`config.mk`:
```
export PLATFORM = sky130hd
export DESIGN_NAME = discharge_sequencer
export DESIGN_NICKNAME = d
export VERILOG_FILES = /design/src/rtl/discharge_sequencer.sv
export SDC_FILE = /design/constraint.sdc
export NUM_CORES = 1
export LEC_CHECK = 0
export ABC_AREA = 0
export BUFFER_PORTS_ARGS = -buffer_cell sky130_fd_sc_hd__buf_2
export CORE_MARGIN = 2
export CORE_UTILIZATION = 50
export DETAILED_ROUTE_END_ITERATION = 10
export PLACE_DENSITY_LB_ADDON = 0.3
export SYNTH_ARGS = -nofsm -noshare
export SYNTH_HDL_FRONTEND = slang
export SYNTH_SLANG_ARGS = --single-unit
export TNS_END_PERCENT = 50
```
`constraint.sdc`:
```
create_clock -name clk -period 6.5 [get_ports clk]
set_input_delay 0.975 -clock clk [delete_from_list [all_inputs] [get_ports clk]]
set_output_delay 0.975 -clock clk [all_outputs]
set_load 0.005 [all_outputs]
```
`src/rtl/discharge_sequencer.sv`:
```
// Parameter-set scheduler for the discharge MOSFET controller: steps through a host-loaded
// table by pulse count, switching sets only at deion start. Optional build macro: SCHED_LOOP_EN.
module discharge_sequencer #(
  parameter int          NUM_SETS      = 4,
  parameter int          PTR_W         = 2,
  parameter logic [15:0] DRAIN_TIMEOUT = 16'd5000
) (
  input  logic             clk,
  input  logic             rst,
  input  logic             cfg_wr_en,
  input  logic [PTR_W-1:0] cfg_wr_addr,
  input  logic [63:0]      cfg_wr_data,
  input  logic [15:0]      cfg_wr_pulses,
  input  logic [PTR_W-1:0] cfg_last_idx,
  input  logic             cmd_start,
  input  logic             cmd_stop,
  input  logic             deion_start,
  input  logic             pulse_done,
  input  logic             fault_in,
  output logic             is_machine,
  output logic [15:0]      waveform,
  output logic [15:0]      Ip,
  output logic [15:0]      Ton,
  output logic [15:0]      Toff,
  output logic [PTR_W-1:0] active_idx,
  output logic [15:0]      pulse_cnt,
  output logic             busy,
  output logic             seq_done,
  output logic             fault_latched,
  output logic [1:0]       dbg_state
);

  typedef enum logic [1:0] {S_IDLE = 2'd0, S_RUN = 2'd1, S_SWITCH = 2'd2, S_DRAIN = 2'd3} state_t;

  state_t           state_q, state_d;
  logic [63:0]      tbl_q        [NUM_SETS];
  logic [15:0]      tbl_pulses_q [NUM_SETS];
  logic [63:0]      params_q, params_d;
  logic [15:0]      limit_q, limit_d;
  logic [PTR_W-1:0] idx_q, idx_d;
  logic [15:0]      cnt_q, cnt_d;
  logic [15:0]      drain_q, drain_d;
  logic             run_q, run_d;
  logic             done_q, done_d;
  logic             flt_q, flt_d;

  logic             load_en, do_switch, last_pulse;
  logic [PTR_W-1:0] load_idx, next_idx;
  logic [15:0]      cnt_inc;

  always_ff @(posedge clk) begin
    if (rst) begin
      for (int i = 0; i < NUM_SETS; i++) begin
        tbl_q[i]        <= '0;
        tbl_pulses_q[i] <= '0;
      end
    end else if (cfg_wr_en) begin
      tbl_q[cfg_wr_addr]        <= cfg_wr_data;
      tbl_pulses_q[cfg_wr_addr] <= cfg_wr_pulses;
    end
  end

  always_ff @(posedge clk) begin
    if (rst) begin
      state_q  <= S_IDLE;
      params_q <= '0;
      limit_q  <= '0;
      idx_q    <= '0;
      cnt_q    <= '0;
      drain_q  <= '0;
      run_q    <= 1'b0;
      done_q   <= 1'b0;
      flt_q    <= 1'b0;
    end else begin
      state_q  <= state_d;
      params_q <= params_d;
      limit_q  <= limit_d;
      idx_q    <= idx_d;
      cnt_q    <= cnt_d;
      drain_q  <= drain_d;
      run_q    <= run_d;
      done_q   <= done_d;
      flt_q    <= flt_d;
    end
  end

  // Priority: fault, then stop, then pulse/deion events. Loads are applied last so a
  // load always overrides the counter update made earlier in the same cycle.
  always_comb begin
    state_d    = state_q;
    params_d   = params_q;
    limit_d    = limit_q;
    idx_d      = idx_q;
    cnt_d      = cnt_q;
    drain_d    = drain_q;
    run_d      = run_q;
    done_d     = 1'b0;
    flt_d      = flt_q;
    load_en    = 1'b0;
    load_idx   = '0;
    do_switch  = 1'b0;
    next_idx   = idx_q + PTR_W'(1);
    cnt_inc    = (cnt_q == 16'hFFFF) ? cnt_q : cnt_q + 16'd1;
    last_pulse = (limit_q != 16'd0) && (({1'b0, cnt_q} + 17'd1) == {1'b0, limit_q});

    if (state_q == S_IDLE) begin
      if (!cmd_stop && cmd_start && !fault_in) begin
        load_en = 1'b1;
        flt_d   = 1'b0;
        run_d   = 1'b1;
        state_d = S_RUN;
      end
    end else if (fault_in && state_q != S_DRAIN) begin
      run_d   = 1'b0;
      flt_d   = 1'b1;
      drain_d = '0;
      state_d = S_DRAIN;
    end else if (cmd_stop && state_q != S_DRAIN) begin
      run_d   = 1'b0;
      drain_d = '0;
      state_d = S_DRAIN;
    end else begin
      case (state_q)
        S_RUN: begin
          if (pulse_done) begin
            cnt_d = cnt_inc;
            if (last_pulse) begin
              if (deion_start) do_switch = 1'b1;
              else             state_d   = S_SWITCH;
            end
          end
        end
        S_SWITCH: begin
          if (deion_start) do_switch = 1'b1;
        end
        S_DRAIN: begin
          if (fault_in) flt_d = 1'b1;
          if (deion_start || drain_q == DRAIN_TIMEOUT - 16'd1) state_d = S_IDLE;
          else                                                  drain_d = drain_q + 16'd1;
        end
        default: state_d = S_IDLE;
      endcase
    end

    if (do_switch) begin
      if (idx_q < cfg_last_idx) begin
        load_en  = 1'b1;
        load_idx = next_idx;
        state_d  = S_RUN;
      end else begin
        done_d = 1'b1;
`ifdef SCHED_LOOP_EN
        load_en = 1'b1;
        state_d = S_RUN;
`else
        run_d   = 1'b0;
        state_d = S_IDLE;
`endif
      end
    end

    if (load_en) begin
      params_d = tbl_q[load_idx];
      limit_d  = tbl_pulses_q[load_idx];
      idx_d    = load_idx;
      cnt_d    = '0;
    end
  end

  assign is_machine    = run_q;
  assign waveform      = params_q[63:48];
  assign Ip            = params_q[47:32];
  assign Ton           = params_q[31:16];
  assign Toff          = params_q[15:0];
  assign active_idx    = idx_q;
  assign pulse_cnt     = cnt_q;
  assign busy          = (state_q != S_IDLE);
  assign seq_done      = done_q;
  assign fault_latched = flt_q;
  assign dbg_state     = state_q;

endmodule

```
==> results of run 1 <==
final cells by class:
cell class	instances	area [µm²]
diodes	7	17.52
clock buffers	70	1323
clock inverters	16	198.9
fillers	3188	15740
inverters	54	202.7
multi-input cells	1050	6700
flip-flops and latches	439	11990
well taps	511	639.4
repair buffers	197	1033
layout by cell type (no fill, tap or decap), types with 17 or more instances in the layout:
cell type and instances:
a21o_1 46, a21oi_1 19, a22o_1 45, a31oi_1 48, and2_1 322, buf_2 178
buf_4 19, clkbuf_1 17, clkbuf_16 47, dfxtp_1 118, edfxtp_1 320, inv_1 54
mux2_2 35, nand2_1 146, nor2_1 45, nor3_1 22, o21ai_0 77, o21ai_1 33
o32ai_1 18, xnor2_1 26
metal layers:
layer	vias to the layer above	routed length, µm	GRT usage [%]	part of all wire (%)
met5	-	33	0	0.067
met3	79	2873	3.669	5.9
met2	417	23770	40.54	49
met1	6478	21150	32.11	43
li1	6178	-	-	-
met4	6	1164	8.254	2.4
power groups by stage:
stage	Sequential, mW	Clock (mW)	Combinational [mW]
floorplan	3.30	0	0.245
global placement	3.32	0	0.401
detailed placement	3.33	0	0.411
CTS	3.27	2.68	0.412
global route	3.28	2.78	0.452
finish	3.27	2.64	0.409
kinds of logic (layout without fill, tap and decap cells):
family,after synthesis,after routing
other,0,7
AND/OR/NAND/NOR,617,617
multiplexers,35,35
AO/OA/AOI/OAI,348,348
adder cells (fa/ha/maj),9,9
buffers and inverters,165,337
flip-flops,439,439
XOR/XNOR,41,41
final timing paths:
path	slack, ns	cells past startpoint	start	endpoint
setup / recovery	2.26	9	pulse_cnt[3]	params_q[23]
hold / removal	0.46	2	params_q[3]	params_q[3]
setup reg to reg	2.26	9	pulse_cnt[3]	params_q[23]
hold reg to reg	0.46	2	params_q[3]	params_q[3]
metrics by stage:
step / util (%) / setup WS (ns)
finish: 58.42 / 2.262
global placement: 54.35 / 2.382
floorplan: - / 3.108
CTS: 58.37 / 2.321
global route: 58.40 / 1.932
detailed placement: 54.35 / 2.371
cell usage after synthesis (all sizes together) (18+ instances only):
cell type	count	share of area (%)
a31oi	49	1.6
dfxtp	119	12
nor3	23	0.60
mux2	35	2.0
xnor2	26	1.2
buf	24	0.78
clkbuf	87	1.7
nor2	45	0.88
o21ai	110	2.9
a22o	46	2.1
a21o	46	1.8
o32ai	18	0.82
edfxtp	320	50
a21oi	19	0.49
nand2	146	2.8
and2	323	10
inv	54	1.1
sequential cells by signal, indices dropped and copies added (netlist names):
name,flops
active_idx,2
dbg_state,2
drain_q,16
fault_latched,1
is_machine,1
limit_q,16
params_q,64
pulse_cnt,16
seq_done,1
tbl_pulses_q,64
tbl_q,256
critical path, stage by stage (launching register included):
cell,delay (ns)
dfxtp_1,0.54
nand4_1,0.54
or4bb_1,0.65
a2bb2oi_1,0.16
a211oi_2,0.26
nand4_4,0.24
a211oi_4,0.88
buf_4,0.55
nand2_1,0.11
a31oi_1,0.18
==> flow_summary.json, run 1 <==
{
  "status": "complete, no violations",
  "worstPathArrival_ns": 4.72,
  "place_area_um2": 20570,
  "synth_nets": 1755,
  "die_h_um": 200.4,
  "p_sw_share_pct": 22.22,
  "rsz0062_at_grt": "false",
  "first_pass_iters": 5,
  "start_util_pct": 50.99,
  "synth_mux_area_share_pct": 2.043,
  "final.setup_skew_ns": 0.02018,
  "drive_above_1_share_pct": 18.24,
  "endpoint_kind": "flop",
  "yosys_register_bits": 439,
  "ant_nets": 0,
  "hold_path_class": "flop to flop",
  "ys.flop_type": "edfxtp_1",
  "cts_resized": 0,
  "cts_tree": "built",
  "grt_pass1_wl_um": 75510,
  "grtUsageTotal_pct": 24.13,
  "peakVddDrop_uv": 225.0,
  "p_clk_share_pct": 41.8,
  "io_pins": 180,
  "fmaxAchievable_ghz": 0.2360,
  "final_nets": 1889,
  "stdcell_count": 2344,
  "clockBufferDepth": 3,
  "combPwrFrac_pct": 6.5,
  "dp_cells": 2251,
  "synth_xor_area_share_pct": 1.861,
  "dp_hpwl_um": 27790,
  "drt-total-wl_um": 48990,
  "synth_compound_area_share_pct": 12.16,
  "synth_top_family_by_area": "simple AND/OR/NAND/NOR gates",
  "worstPathRequired_ns": 6.99,
  "hold_viol_final": 0,
  "die_x_um": 200.4,
  "p_sw_mw": 1.405,
  "drv_cap": 0,
  "drt_iter0_drc": 808,
  "die_area_um2": 40180,
  "worst_hold_slack_ns": 0.4589,
  "synth_cells": 1654,
  "period_minus_slack_ns": 4.238,
  "min_period_over_period_pct": 65.20,
  "cp_max_fo": 29,
  "row_count": 71,
  "async_reset_ff_share_pct": 0,
  "cts_buffers": 46,
  "setup_viol": 0,
  "maxSlewViolCount": 0,
  "htree_levels": 2,
  "via_per_inst": 5.613,
  "seq_area_frac_synth_pct": 62.15,
  "worst_pin_slew_ns": 1.190,
  "p_leak_nw": 8.234,
  "finalSetupTns_ns": 0,
  "finish.instance_area_um2": 22110,
  "synth_cell_types": 61,
  "postCtsHoldBufs": 0,
  "post_drt_wl_per_cell_um": 20.90,
  "netlist_area_um2": 19290,
  "p_int_mw": 4.916,
  "start_kind": "flop",
  "place.gp.congestion": 0.8707,
  "drc": 0,
  "syn2layout_area_growth_pct": 14.58,
  "slew_headroom_pct": 20.70,
  "cts_root_buffer": "clkbuf_16",
  "cts_sinks": 439,
  "synth-edff-count": 320,
  "yosysWarnings": 0,
  "grt_max_degree": 82,
  "synthSimpleGateAreaFrac_pct": 17.68,
  "path_clk_slew_ns": 0.06,
  "vias": 13158,
  "worstSetupPathType": "flop to flop",
  "seqPwrFrac_pct": 51.7,
  "cts_setup_buffers": 0,
  "antenna_found_initial": 10,
  "powerDensity_nw_per_um2": 285.9,
  "port_buffers": 179,
  "insertion_delay_ns": 0.58,
  "synth-adder-area-share_pct": 0.5836,
  "overflow": 0,
  "first_global_vias": 13124,
  "power_mw": 6.321,
  "core_area_um2": 37840,
  "syn_area_per_cell_um2": 11.67
}
Power figures use the tool's default switching activity.
==> run 2, diff against run 1 <==
==> constraint.sdc (replaced) <==
create_clock -name clk -period 3.5 [get_ports clk]
set_input_delay 0.525 -clock clk [delete_from_list [all_inputs] [get_ports clk]]
set_output_delay 0.525 -clock clk [all_outputs]
set_load 0.005 [all_outputs]
==> run 2 against run 1 <==
Compared with the run above:
- clock power increased by 82%
- worst hold slack got worse by 0.22 ns
- clock-buffer cell count decreased by 3
- first-iteration DRC count increased by 5.4%
- routed wire length increased by 2.0%
- critical endpoint is now limit_q[8]
- highest routed layer unchanged
==> flow_summary.json, run 2 (same netlist as run 1, synthesis figures left out) <==
{
  "status": "complete, no violations",
  "min_period_over_period_pct": 94.40,
  "htree_levels": 2,
  "first_pass_iters": 5,
  "multiInputGateArea_um2": 6715,
  "vias": 13440,
  "worst_pin_slew_ns": 0.9504,
  "endpoint_kind": "flop",
  "place.gp.congestion": 0.8952,
  "antenna_found_initial": 14,
  "combPwrFrac_pct": 6.8,
  "path_clk_slew_ns": 0.06,
  "die_h_um": 200.4,
  "worstPathArrival_ns": 3.81,
  "final.setup_skew_ns": 0.03247,
  "ff2ff_path_depth": 10,
  "final_cell_mix": "and2_1 (322), edfxtp_1 (320), buf_2 (178), nand2_1 (146), dfxtp_1 (118)",
  "drc": 0,
  "cts_sinks": 439,
  "cp_max_fo": 27,
  "stdcell_count": 2368,
  "start_util_pct": 50.99,
  "rsz0062_at_grt": "true",
  "p_sw_mw": 2.662,
  "critPathMaxStageDelay_ns": 0.50,
  "core_area_um2": 37840,
  "die_x_um": 200.4,
  "fmaxAchievable_ghz": 0.3027,
  "worstPathRequired_ns": 4.00,
  "drive_above_1_share_pct": 19.21,
  "dp_cells": 2270,
  "p_leak_nw": 8.370,
  "final_nets": 1911,
  "final_util_pct": 59.13,
  "period_minus_slack_ns": 3.304,
  "hold_path_class": "input port to flop",
  "postCtsHoldBufs": 0,
  "cts_buffers": 46,
  "port_buffers": 179,
  "start_kind": "flop",
  "slew_headroom_pct": 36.64,
  "seqCellArea_um2": 11990,
  "first_global_vias": 13186,
  "post_drt_wl_per_cell_um": 21.10,
  "grt_pass1_wl_um": 76310,
  "p_int_mw": 8.988,
  "insertion_delay_ns": 0.60,
  "clockBufferDepth": 3,
  "finalSetupTns_ns": 0,
  "drt_iter0_drc": 852,
  "grt_max_degree": 82,
  "via_per_inst": 5.676,
  "row_count": 71,
  "drv_cap": 0,
  "cp_cell_sequence": "ha_2 -> nand3_1 -> or4bb_1 -> a2bb2oi_1 -> a211oi_2 -> nand4_4 -> a211oi_4 -> buf_6 -> nand2_1 -> a31oi_1",
  "overflow": 0,
  "cts_tree": "built",
  "p_sw_share_pct": 22.85,
  "io_pins": 180,
  "final_common_cell": "and2_1",
  "cts_root_buffer": "clkbuf_16",
  "largest_register_ffs": 256,
  "top_register": "tbl_q",
  "worstSetupPathType": "flop to flop",
  "maxSlewViolCount": 0,
  "top_regs": "tbl_q (256), params_q (64), tbl_pulses_q (64)",
  "ant_nets": 0,
  "dp_hpwl_um": 29190,
  "peakVddDrop_uv": 424.0,
  "hold_viol_final": 0,
  "grtUsageTotal_pct": 24.45,
  "p_clk_share_pct": 41.2,
  "setup_viol": 0,
  "drt-total-wl_um": 49970,
  "syn2layout_area_growth_pct": 15.97,
  "seqPwrFrac_pct": 52.0,
  "power_mw": 11.65,
  "slowest_stage": "dfxtp_1",
  "powerDensity_nw_per_um2": 520.7,
  "holdPathStages": 2,
  "die_area_um2": 40180,
  "fill_cells": 3158
}
-- run 2: layout make-up --
cell class,count,area share (%)
multi-input combinational,1051,30.01
tap,511,2.857
clock buffer,67,5.810
clock inverter,19,0.8220
timing repair buffer,218,5.899
antenna,9,0.1006
inverter,54,0.9058
sequential,439,53.60
-- run 2: path summary, 6_finish.rpt --
kind	from	endpoint	slack [ns]
worst min-delay path	cfg_wr_data[39]	tbl_q[3][39]	0.24
worst min register to register	params_q[34]	params_q[34]	0.44
worst max register to register	pulse_cnt[1]	limit_q[8]	0.20
worst max-delay path	pulse_cnt[1]	limit_q[8]	0.20
-- run 2: what timing repair did --
item,in CTS,in global routing
buffers inserted,0,2
hold endpoints to repair,0,0
resized for setup,0,4
endpoints found under the setup margin,0,96
-- run 2: metal layers --
metal	track usage (%)	routed length, µm	up-vias
li1	-	-	6237
met1	32.75	21470	6638
met2	40.18	23880	467
met3	4.529	3481	88
met4	8.492	1068	10
met5	0	61	-
-- run 2: worst max-delay path: cells and delay by family, from the launching register on --
family | cells | cell delay, ns
adder cells (fa/ha/maj) | 1 | 0.34
buffers and inverters | 1 | 0.32
flip-flops | 1 | 0.50
AO/OA/AOI/OAI | 4 | 1.01
AND/OR/NAND/NOR | 4 | 1.04
-- run 2: through the flow --
| stage | cell area, µm² | hold WS [ns] | setup WS [ns] |
|---|---|---|---|
| detailed placement | 20840 | 0.4388 | 0.08255 |
| CTS | 22320 | 0.2148 | 0.04986 |
| finish | 22380 | 0.2378 | 0.1961 |
| floorplan | 19290 | 0.4394 | 0.5277 |
| global route | 22360 | 0.2317 | -0.02521 |
| global placement | 20840 | 0.4293 | 0.1978 |
-- run 2: power by group through the flow --
stage          logic, mW  registers, mW  clock network [mW]
2_1_floorplan      0.455           6.14                   0
3_3_place_gp       0.770           6.15                   0
3_5_place_dp       0.792           6.17                   0
4_1_cts            0.795           6.06                4.86
5_1_grt            0.876           6.09                5.08
6_report           0.790           6.06                4.80
